===== src/rtl/stall_request_unit.sv =====
// MMIO front-end that queues stall lengths and hands them one at a time to a
// downstream stall generator, tracking completions, overflow and missing-stall errors.
module stall_request_unit #(
  parameter logic [31:0] BASE_ADDR = 32'h1000_0000,
  parameter int          DEPTH     = 4
) (
  input  logic        i_clk,
  input  logic        i_rst_n,
  input  logic        i_mem_req,
  input  logic        i_mem_we,
  input  logic [31:0] i_mem_addr,
  input  logic [31:0] i_mem_wdata,
  input  logic        i_stall,
  output logic        o_stall_gen,
  output logic [12:0] o_stall_count,
  output logic        o_rvalid,
  output logic [31:0] o_rdata,
  output logic        o_busy,
  output logic [1:0]  o_dbg_state
);

  localparam int AW = (DEPTH > 1) ? $clog2(DEPTH) : 1;
  localparam int CW = AW + 1;
  localparam logic [CW-1:0] FULL_CNT = CW'(DEPTH);

  localparam logic [1:0] S_IDLE       = 2'd0;
  localparam logic [1:0] S_ISSUE      = 2'd1;
  localparam logic [1:0] S_WAIT_START = 2'd2;
  localparam logic [1:0] S_WAIT_DONE  = 2'd3;

  logic [1:0]    r_state;
  logic [1:0]    w_state_nxt;
  logic [12:0]   r_fifo [DEPTH];
  logic [CW-1:0] r_wr_ptr;
  logic [CW-1:0] r_rd_ptr;
  logic [12:0]   r_len;
  logic [7:0]    r_done_cnt;
  logic          r_err;
  logic          r_ovf;
  logic          r_rvalid;
  logic [31:0]   r_rdata;

  logic          w_hit;
  logic          w_sel_status;
  logic          w_push_req;
  logic          w_status_wr;
  logic          w_rd;
  logic [CW-1:0] w_fifo_count;
  logic [31:0]   w_count_ext;
  logic [2:0]    w_count_sat;
  logic          w_empty;
  logic          w_full;
  logic          w_pop;
  logic          w_push;
  logic          w_ovf_set;
  logic          w_err_set;
  logic          w_done;
  logic          w_busy;
  logic [31:0]   w_rd_data;
  logic          w_unused;

  // Only the 8-byte window matters; bit 2 picks STATUS over CMD.
  assign w_hit        = i_mem_req && (i_mem_addr[31:3] == BASE_ADDR[31:3]);
  assign w_sel_status = i_mem_addr[2];
  assign w_push_req   = w_hit && i_mem_we && !w_sel_status && i_mem_wdata[31];
  assign w_status_wr  = w_hit && i_mem_we && w_sel_status;
  assign w_rd         = w_hit && !i_mem_we;

  assign w_fifo_count = r_wr_ptr - r_rd_ptr;
  assign w_count_ext  = 32'(w_fifo_count);
  assign w_count_sat  = (w_count_ext > 32'd7) ? 3'd7 : w_count_ext[2:0];
  assign w_empty      = (w_fifo_count == '0);
  assign w_full       = (w_fifo_count == FULL_CNT);

  // A pop in the same cycle frees the slot a full-FIFO push needs.
  assign w_pop     = (r_state == S_IDLE) && !w_empty;
  assign w_push    = w_push_req && (!w_full || w_pop);
  assign w_ovf_set = w_push_req && w_full && !w_pop;
  assign w_err_set = (r_state == S_WAIT_START) && !i_stall;
  assign w_done    = (r_state == S_WAIT_DONE) && !i_stall;
  assign w_busy    = (r_state != S_IDLE) || !w_empty;

  always_comb begin
    w_state_nxt = r_state;
    case (r_state)
      S_IDLE:       if (!w_empty) w_state_nxt = S_ISSUE;
      S_ISSUE:      w_state_nxt = S_WAIT_START;
      S_WAIT_START: w_state_nxt = i_stall ? S_WAIT_DONE : S_IDLE;
      S_WAIT_DONE:  if (!i_stall) w_state_nxt = S_IDLE;
      default:      w_state_nxt = S_IDLE;
    endcase
  end

  always_ff @(posedge i_clk or negedge i_rst_n) begin
    if (!i_rst_n) begin
      r_state <= S_IDLE;
    end else begin
      r_state <= w_state_nxt;
    end
  end

  // Storage array needs no reset: the pointers define what is valid.
  always_ff @(posedge i_clk) begin
    if (w_push) begin
      r_fifo[r_wr_ptr[AW-1:0]] <= i_mem_wdata[12:0];
    end
  end

  always_ff @(posedge i_clk or negedge i_rst_n) begin
    if (!i_rst_n) begin
      r_wr_ptr <= '0;
      r_rd_ptr <= '0;
      r_len    <= '0;
    end else begin
      if (w_push) begin
        r_wr_ptr <= r_wr_ptr + 1'b1;
      end
      if (w_pop) begin
        r_rd_ptr <= r_rd_ptr + 1'b1;
        r_len    <= r_fifo[r_rd_ptr[AW-1:0]];
      end
    end
  end

  // Sticky flags: a set in the same cycle as a write-1-to-clear wins.
  always_ff @(posedge i_clk or negedge i_rst_n) begin
    if (!i_rst_n) begin
      r_err      <= 1'b0;
      r_ovf      <= 1'b0;
      r_done_cnt <= '0;
    end else begin
      r_err <= w_err_set || (r_err && !(w_status_wr && i_mem_wdata[2]));
      r_ovf <= w_ovf_set || (r_ovf && !(w_status_wr && i_mem_wdata[1]));
      if (w_done) begin
        r_done_cnt <= r_done_cnt + 8'd1;
      end
    end
  end

  always_comb begin
    w_rd_data = {19'b0, r_len};
    if (w_sel_status) begin
      w_rd_data = {16'b0, r_done_cnt, 2'b0, w_count_sat, r_err, r_ovf, w_busy};
    end
  end

  always_ff @(posedge i_clk or negedge i_rst_n) begin
    if (!i_rst_n) begin
      r_rvalid <= 1'b0;
      r_rdata  <= '0;
    end else begin
      r_rvalid <= w_rd;
      if (w_rd) begin
        r_rdata <= w_rd_data;
      end
    end
  end

  assign o_stall_gen   = (r_state == S_ISSUE);
  assign o_stall_count = r_len;
  assign o_rvalid      = r_rvalid;
  assign o_rdata       = r_rdata;
  assign o_busy        = w_busy;
  assign o_dbg_state   = r_state;

  assign w_unused = ^{i_mem_addr[1:0], i_mem_wdata[30:13]};

endmodule


===== config.mk =====
export PLATFORM = sky130hd
export DESIGN_NAME = stall_request_unit
export DESIGN_NICKNAME = d
export VERILOG_FILES = /design/src/rtl/stall_request_unit.sv
export SDC_FILE = /design/constraint.sdc
export NUM_CORES = 1
export LEC_CHECK = 0
export ABC_CLOCK_PERIOD_IN_PS = 3910
export CAP_MARGIN = 10
export CORE_ASPECT_RATIO = 0.9
export CORE_MARGIN = 2
export CORE_UTILIZATION = 33
export DETAILED_ROUTE_END_ITERATION = 8
export PLACE_DENSITY = 0.58
export SLEW_MARGIN = 10
export SYNTH_ARGS = -nofsm -noshare
export SYNTH_HDL_FRONTEND = slang
export SYNTH_SLANG_ARGS = --single-unit

===== constraint.sdc =====
create_clock -name i_clk -period 3.91 [get_ports i_clk]
set_input_delay 0.782 -clock i_clk [delete_from_list [all_inputs] [get_ports i_clk]]
set_output_delay 0.782 -clock i_clk [all_outputs]
set_load 0.02 [all_outputs]

## After elaboration in Yosys (flattened, before gate mapping)

Memory sizes are Yosys's and may differ from the RTL's. A register that Yosys moved wholly into a read port is not among the register bits.
Index checks and enable logic that the tools add are counted.

- Bits in registers: 51
- Bits in writable memories: 52
- Memories kept: 1

- Add/subtract/negate cells: 4
- Order comparisons: 1
- Equal/unequal tests: 7
- Mux-type cells: 8
- Reductions and logical operators: 33

Memories:

| memory | depth | bits a word | rd ports | clocked after Yosys merged registers in | write ports | RTL line | text |
|---|---|---|---|---|---|---|---|
| r_fifo | 4 | 13 | 1 | 1 | 1 | 33 | `logic [12:0] r_fifo [DEPTH];` |

Operators with widths:

| kind | number |
|---|---|
| 29-bit by 26-bit == test with 1-bit output, second input constant | 1 |
| 1-bit logical AND | 16 |
| 16-bit 2-to-1 mux | 1 |
| 1-bit logical NOT | 9 |
| 8-bit by 1-bit adder with 8-bit output, second input constant | 1 |
| 2-bit case mux with 4 select lines | 1 |
| 3-bit by 1-bit adder with 3-bit output, second input constant | 2 |
| 2-bit 2-to-1 mux | 3 |
| 2-bit == test, second input constant | 2 |
| 1-bit logical OR | 4 |
| 2-bit inequality test, second input constant | 2 |
| 3-bit == test, second input constant | 1 |
| 3-bit > comparator, second input constant | 1 |
| 3-bit logical NOT | 1 |
| 3-bit 2-to-1 mux | 1 |
| 3-bit subtractor | 1 |
| 2-bit by 1-bit == test with 1-bit output, second input constant | 1 |
| 2-bit logical NOT | 1 |
| 1-bit 2-to-1 mux | 2 |
| 2-bit AND reduction | 1 |
| 2-bit nonzero test | 1 |

## Depth between registers and ports, before layout

- Depth after elaboration: 8
- Mapped depth: 8
- Mapped depth without buffers: 7

## Worst setup path after synthesis

OpenSTA, ideal clock, no wires.

- Kind: register to register
- Start: register r_wr_ptr[0]
- End: memory r_fifo[3][0], enable pin
- Arrival time: 2.400 ns
- Required time: 3.514 ns
- Slack: 1.114 ns
- Cell stages (with the launch flop): 7
- Path through: dfrtp_1 -> inv_1 -> ha_1 -> fa_1 -> xor3_2 -> a41o_1 -> nor4_2

- Cells in the longest elaborated chain, start to end: 8
- Elaborated cells on any way between the ends: 10
- Classes of those cells: add/sub (1); eq/ne (1); mux (2); reduce/logical (6)

RTL lines:

| item | RTL line | text |
|---|---|---|
| start: declaration | 34 | `logic [CW-1:0] r_wr_ptr;` |
| start signal: assignment | 116 | `r_wr_ptr <= r_wr_ptr + 1'b1;` |
| 3-bit subtractor | 69 | `assign w_fifo_count = r_wr_ptr - r_rd_ptr;` |
| 3-bit logical NOT | 72 | `assign w_empty = (w_fifo_count == '0);` |
| 1-bit logical NOT | n/a |  |
| 1-bit logical AND | 76 | `assign w_pop = (r_state == S_IDLE) && !w_empty;` |
| 1-bit logical OR | 77 | `assign w_push = w_push_req && (!w_full \|\| w_pop);` |
| 1-bit logical AND | 77 |  |
| 1-bit 2-to-1 mux | 104 | `if (w_push) begin` |
| 1-bit 2-to-1 mux (implied by the code) | 105 | `r_fifo[r_wr_ptr[AW-1:0]] <= i_mem_wdata[12:0];` |
| end: declaration | 33 |  |

Parallel ways exist; a longest one is shown, timed or not.

## Final worst setup path

- Start: register r_wr_ptr[0]
- End: output o_busy

- Cells in the longest elaborated chain, start to end: 4

RTL lines:

| item | RTL line | text |
|---|---|---|
| 3-bit subtractor | 69 |  |
| 3-bit logical NOT | 72 |  |
| 1-bit logical NOT | n/a |  |
| 1-bit logical OR | 81 | `assign w_busy = (r_state != S_IDLE) \|\| !w_empty;` |
| end: declaration | 18 | `output logic o_busy,` |

Every way passes these cells.

==> impl_metrics.ini <==
[floorplanning]
die_area_sq_um = 14200
chipHeight_um = 113
pin_count = 119
rows = 39
core_sq_um = 12800
start_util = 0.341
die_w_um = 125

[critical_path]
ff2ff_setup_slack_ns = 1.21
rr_endpoint = r_fifo[1][3]
critPathCaptureType = output port
path_class = flop to output port
rr_worst_depth = 8
critPathArrivalTime_ns = 2.67
timing.rr.start = r_wr_ptr[0]
crit_path_end = o_busy
startpoint = r_wr_ptr[0]
cp_max_fo = 5
worstPathRequired_ns = 3.13
start_kind = flop

[timing]
max_freq_mhz = 290
rsz0062_at_grt = no
finalSetupViolations = 0
fin_ws_ns = 0.458
tns_ns = 0
finalHoldViolations = 0
clock_skew_ns = 0.00485
min_period_over_period = 0.883
fin_crit_ns = 3.45
slew_violations = 0

[placement]
post-place-ws_ns = 0.826
routabilityCongestion = 0.787
io_buffer_count = 82
hpwl_um = 6240

[finish]
drive_gt1_frac = 0.222
diodes = 0
syn2layout_area_growth_pct = 29.9
nets = 441

[logic_synthesis]
yosysWarnings = 0
synth_common_cells = 52 x edfxtp_1, 48 x dfrtp_1, 31 x mux2_2, 17 x buf_4, 13 x mux4_2
async_flop_share = 0.480
synth_ff_type = edfxtp_1
yosysUniqueCellTypes = 45
yosysMostFrequentCell = edfxtp_1
yosysTopAreaCell = edfxtp_1
synth_top_area_frac = 0.357
postSynthCellCount = 269
synthTopCellsByArea = edfxtp_1 36%, dfrtp_1 27%, mux2_2 8.0%
synth_area_per_cell_sq_um = 16.3
synth-seq-area-share = 0.632
synth_edf_count = 52
ys_ff_latch = 100
syn_area_sq_um = 4370

[clocking]
cts_resized = 0
clk_pin_slew_ns = 0.06
clk_latency_ns = 0.33
postCtsHoldBufs = 0
clock-sinks = 100
h-tree-depth = 3
numCtsBuffers = 9
root_buffer = clkbuf_16
cts_buffer_depth = 2
cts_tree = done
post_cts_buffers = 0

[drt]
vias = 2469
drc_errors = 0
drt_iter0_drc = 191
wl_per_cell_um = 16.0
via_per_inst = 4.63
drt_pass1_iterations = 4
final_antenna_net_count = 0
wl_um = 8520

[grt]
grt_overflow = 0
grt_pass1_vias = 2582
grt_max_degree = 30
grt_use_total = 0.127
grt_pass1_wl_um = 14000
antenna_found_initial = 0

[pwr]
p_int_mw = 2.34
power_frac_clock = 0.272
power.density_nw_per_um2 = 580
p_leak_nw = 2.20
vdd_drop_max_v = 0.000271
switching_share = 0.290
pwr-share-comb = 0.317
seq_power_share = 0.411
power_switching_uw = 956

[flow_run]
max_cap_viol_count = 0

[outcome]
outcome = finished, final reports clean

[min_path]
hold_class = primary input to async pin
[worst max-delay path, cell delays in order (launching register included)]
cell,delay [ns]
dfrtp_1,0.38
inv_1,0.10
ha_1,0.23
fa_1,0.39
xor3_2,0.29
or3_4,0.38
clkdlybuf4s50_1,0.56
[final cells by class]
| cell class | count | area [sq um] |
|---|---|---|
| Fill cell | 1156 | 7150 |
| Inverter | 9 | 33.8 |
| Clock buffer | 11 | 253 |
| Timing Repair Buffer | 93 | 898 |
| Sequential cell | 100 | 2760 |
| Multi-Input combinational cell | 151 | 1470 |
| Tap cell | 164 | 205 |
| Clock inverter | 5 | 56.3 |
[logic make-up (layout without fill, tap and decap cells)]
logic type,count (synthesis),count (layout),synth area share
and+or+nand+nor,54,54,0.0856
xor gates and xnor gates,12,12,0.0278
adders and majority gates,8,8,0.0246
muxes,56,56,0.176
DFF,100,100,0.632
AOI/OAI and AO/OA,5,5,0.00830
buffers and inverters,33,118,0.0449
other,1,16,0.000858
[metal layers]
layer / global-route usage / up-vias / share of wire
met5: 0 / - / 0
met4: 0.0378 / 0 / 0.018
met2: 0.210 / 59 / 0.49
met3: 0.0355 / 12 / 0.038
li1: - / 1170 / -
met1: 0.164 / 1228 / 0.46
[placed cells by master (no fill, tap or decap), drive strengths merged]
master         synthesis  layout
xnor2                  7       7
o21ai                  3       3
clkinv                 0       2
nor3b                  1       1
inv                    9      11
and2                   3       3
mux2i                  5       5
or2                    1       1
ha                     7       7
buf                   20      12
mux4                  13      13
nand4bb                1       1
bufinv                 0       1
nor4                   8       8
nor2                   3       3
nand2                 10      10
mux2                  38      38
nor4b                  4       4
dfrtp                 48      48
and3b                  1       1
o31ai                  1       1
edfxtp                52      52
a41o                   1       1
fa                     1       1
nand3                  3       3
nand4                  6       6
xor2                   4       4
and4                   1       1
nor2b                  3       3
xor3                   1       1
or3                    1       1
conb                   1      16
nor3                   3       3
nand2b                 2       2
clkdlybuf4s50          0      81
and3                   1       1
or4                    1       1
nand3b                 1       1
clkbuf                 4      11
[metrics by stage]
step | hold WS (ns) | instance area, sq um | utilization | cells | total power, mW
floorplan | 0.443 | 4430 | - | 284 | 2.03
CTS | 0.403 | 5680 | 0.443 | 533 | 3.35
detailed placement | 0.462 | 5370 | 0.418 | 517 | 2.44
finish | 0.403 | 5680 | 0.443 | 533 | 3.29
global placement | 0.461 | 5370 | 0.418 | 517 | 2.43
global route | 0.421 | 5680 | 0.443 | 533 | 3.48
[worst min-delay path by stage]
stage                     start               end  slack, ns  cells after the start
floorplan           r_rd_ptr[2]       r_rd_ptr[2]       0.44                      1
CTS                     i_rst_n  o_stall_count[4]       0.40                      1
global route            i_rst_n        o_rdata[3]       0.42                      1
detailed placement  r_rd_ptr[2]       r_rd_ptr[2]       0.46                      1
finish                  i_rst_n  o_stall_count[4]       0.40                      1
global placement    r_rd_ptr[2]       r_rd_ptr[2]       0.46                      1
[power groups by stage]
stage | combinational (mW) | clock (mW) | sequential, mW
3_3_place_gp | 1.06 | 0 | 1.37
3_5_place_dp | 1.06 | 0 | 1.37
5_1_grt | 1.13 | 0.972 | 1.37
4_1_cts | 1.07 | 0.927 | 1.35
2_1_floorplan | 0.592 | 0 | 1.44
6_report | 1.04 | 0.896 | 1.35
[sequential cells by signal, summed over array words and instances, names as in the netlist]
| name | flops |
|---|---|
| o_dbg_state | 2 |
| o_rdata | 16 |
| o_stall_count | 13 |
| r_done_cnt | 8 |
| r_ovf | 1 |
| r_wr_ptr | 3 |
| r_err | 1 |
| r_fifo | 52 |
| r_rd_ptr | 3 |
| o_rvalid | 1 |
No activity file was read; power rests on OpenSTA's default activity.
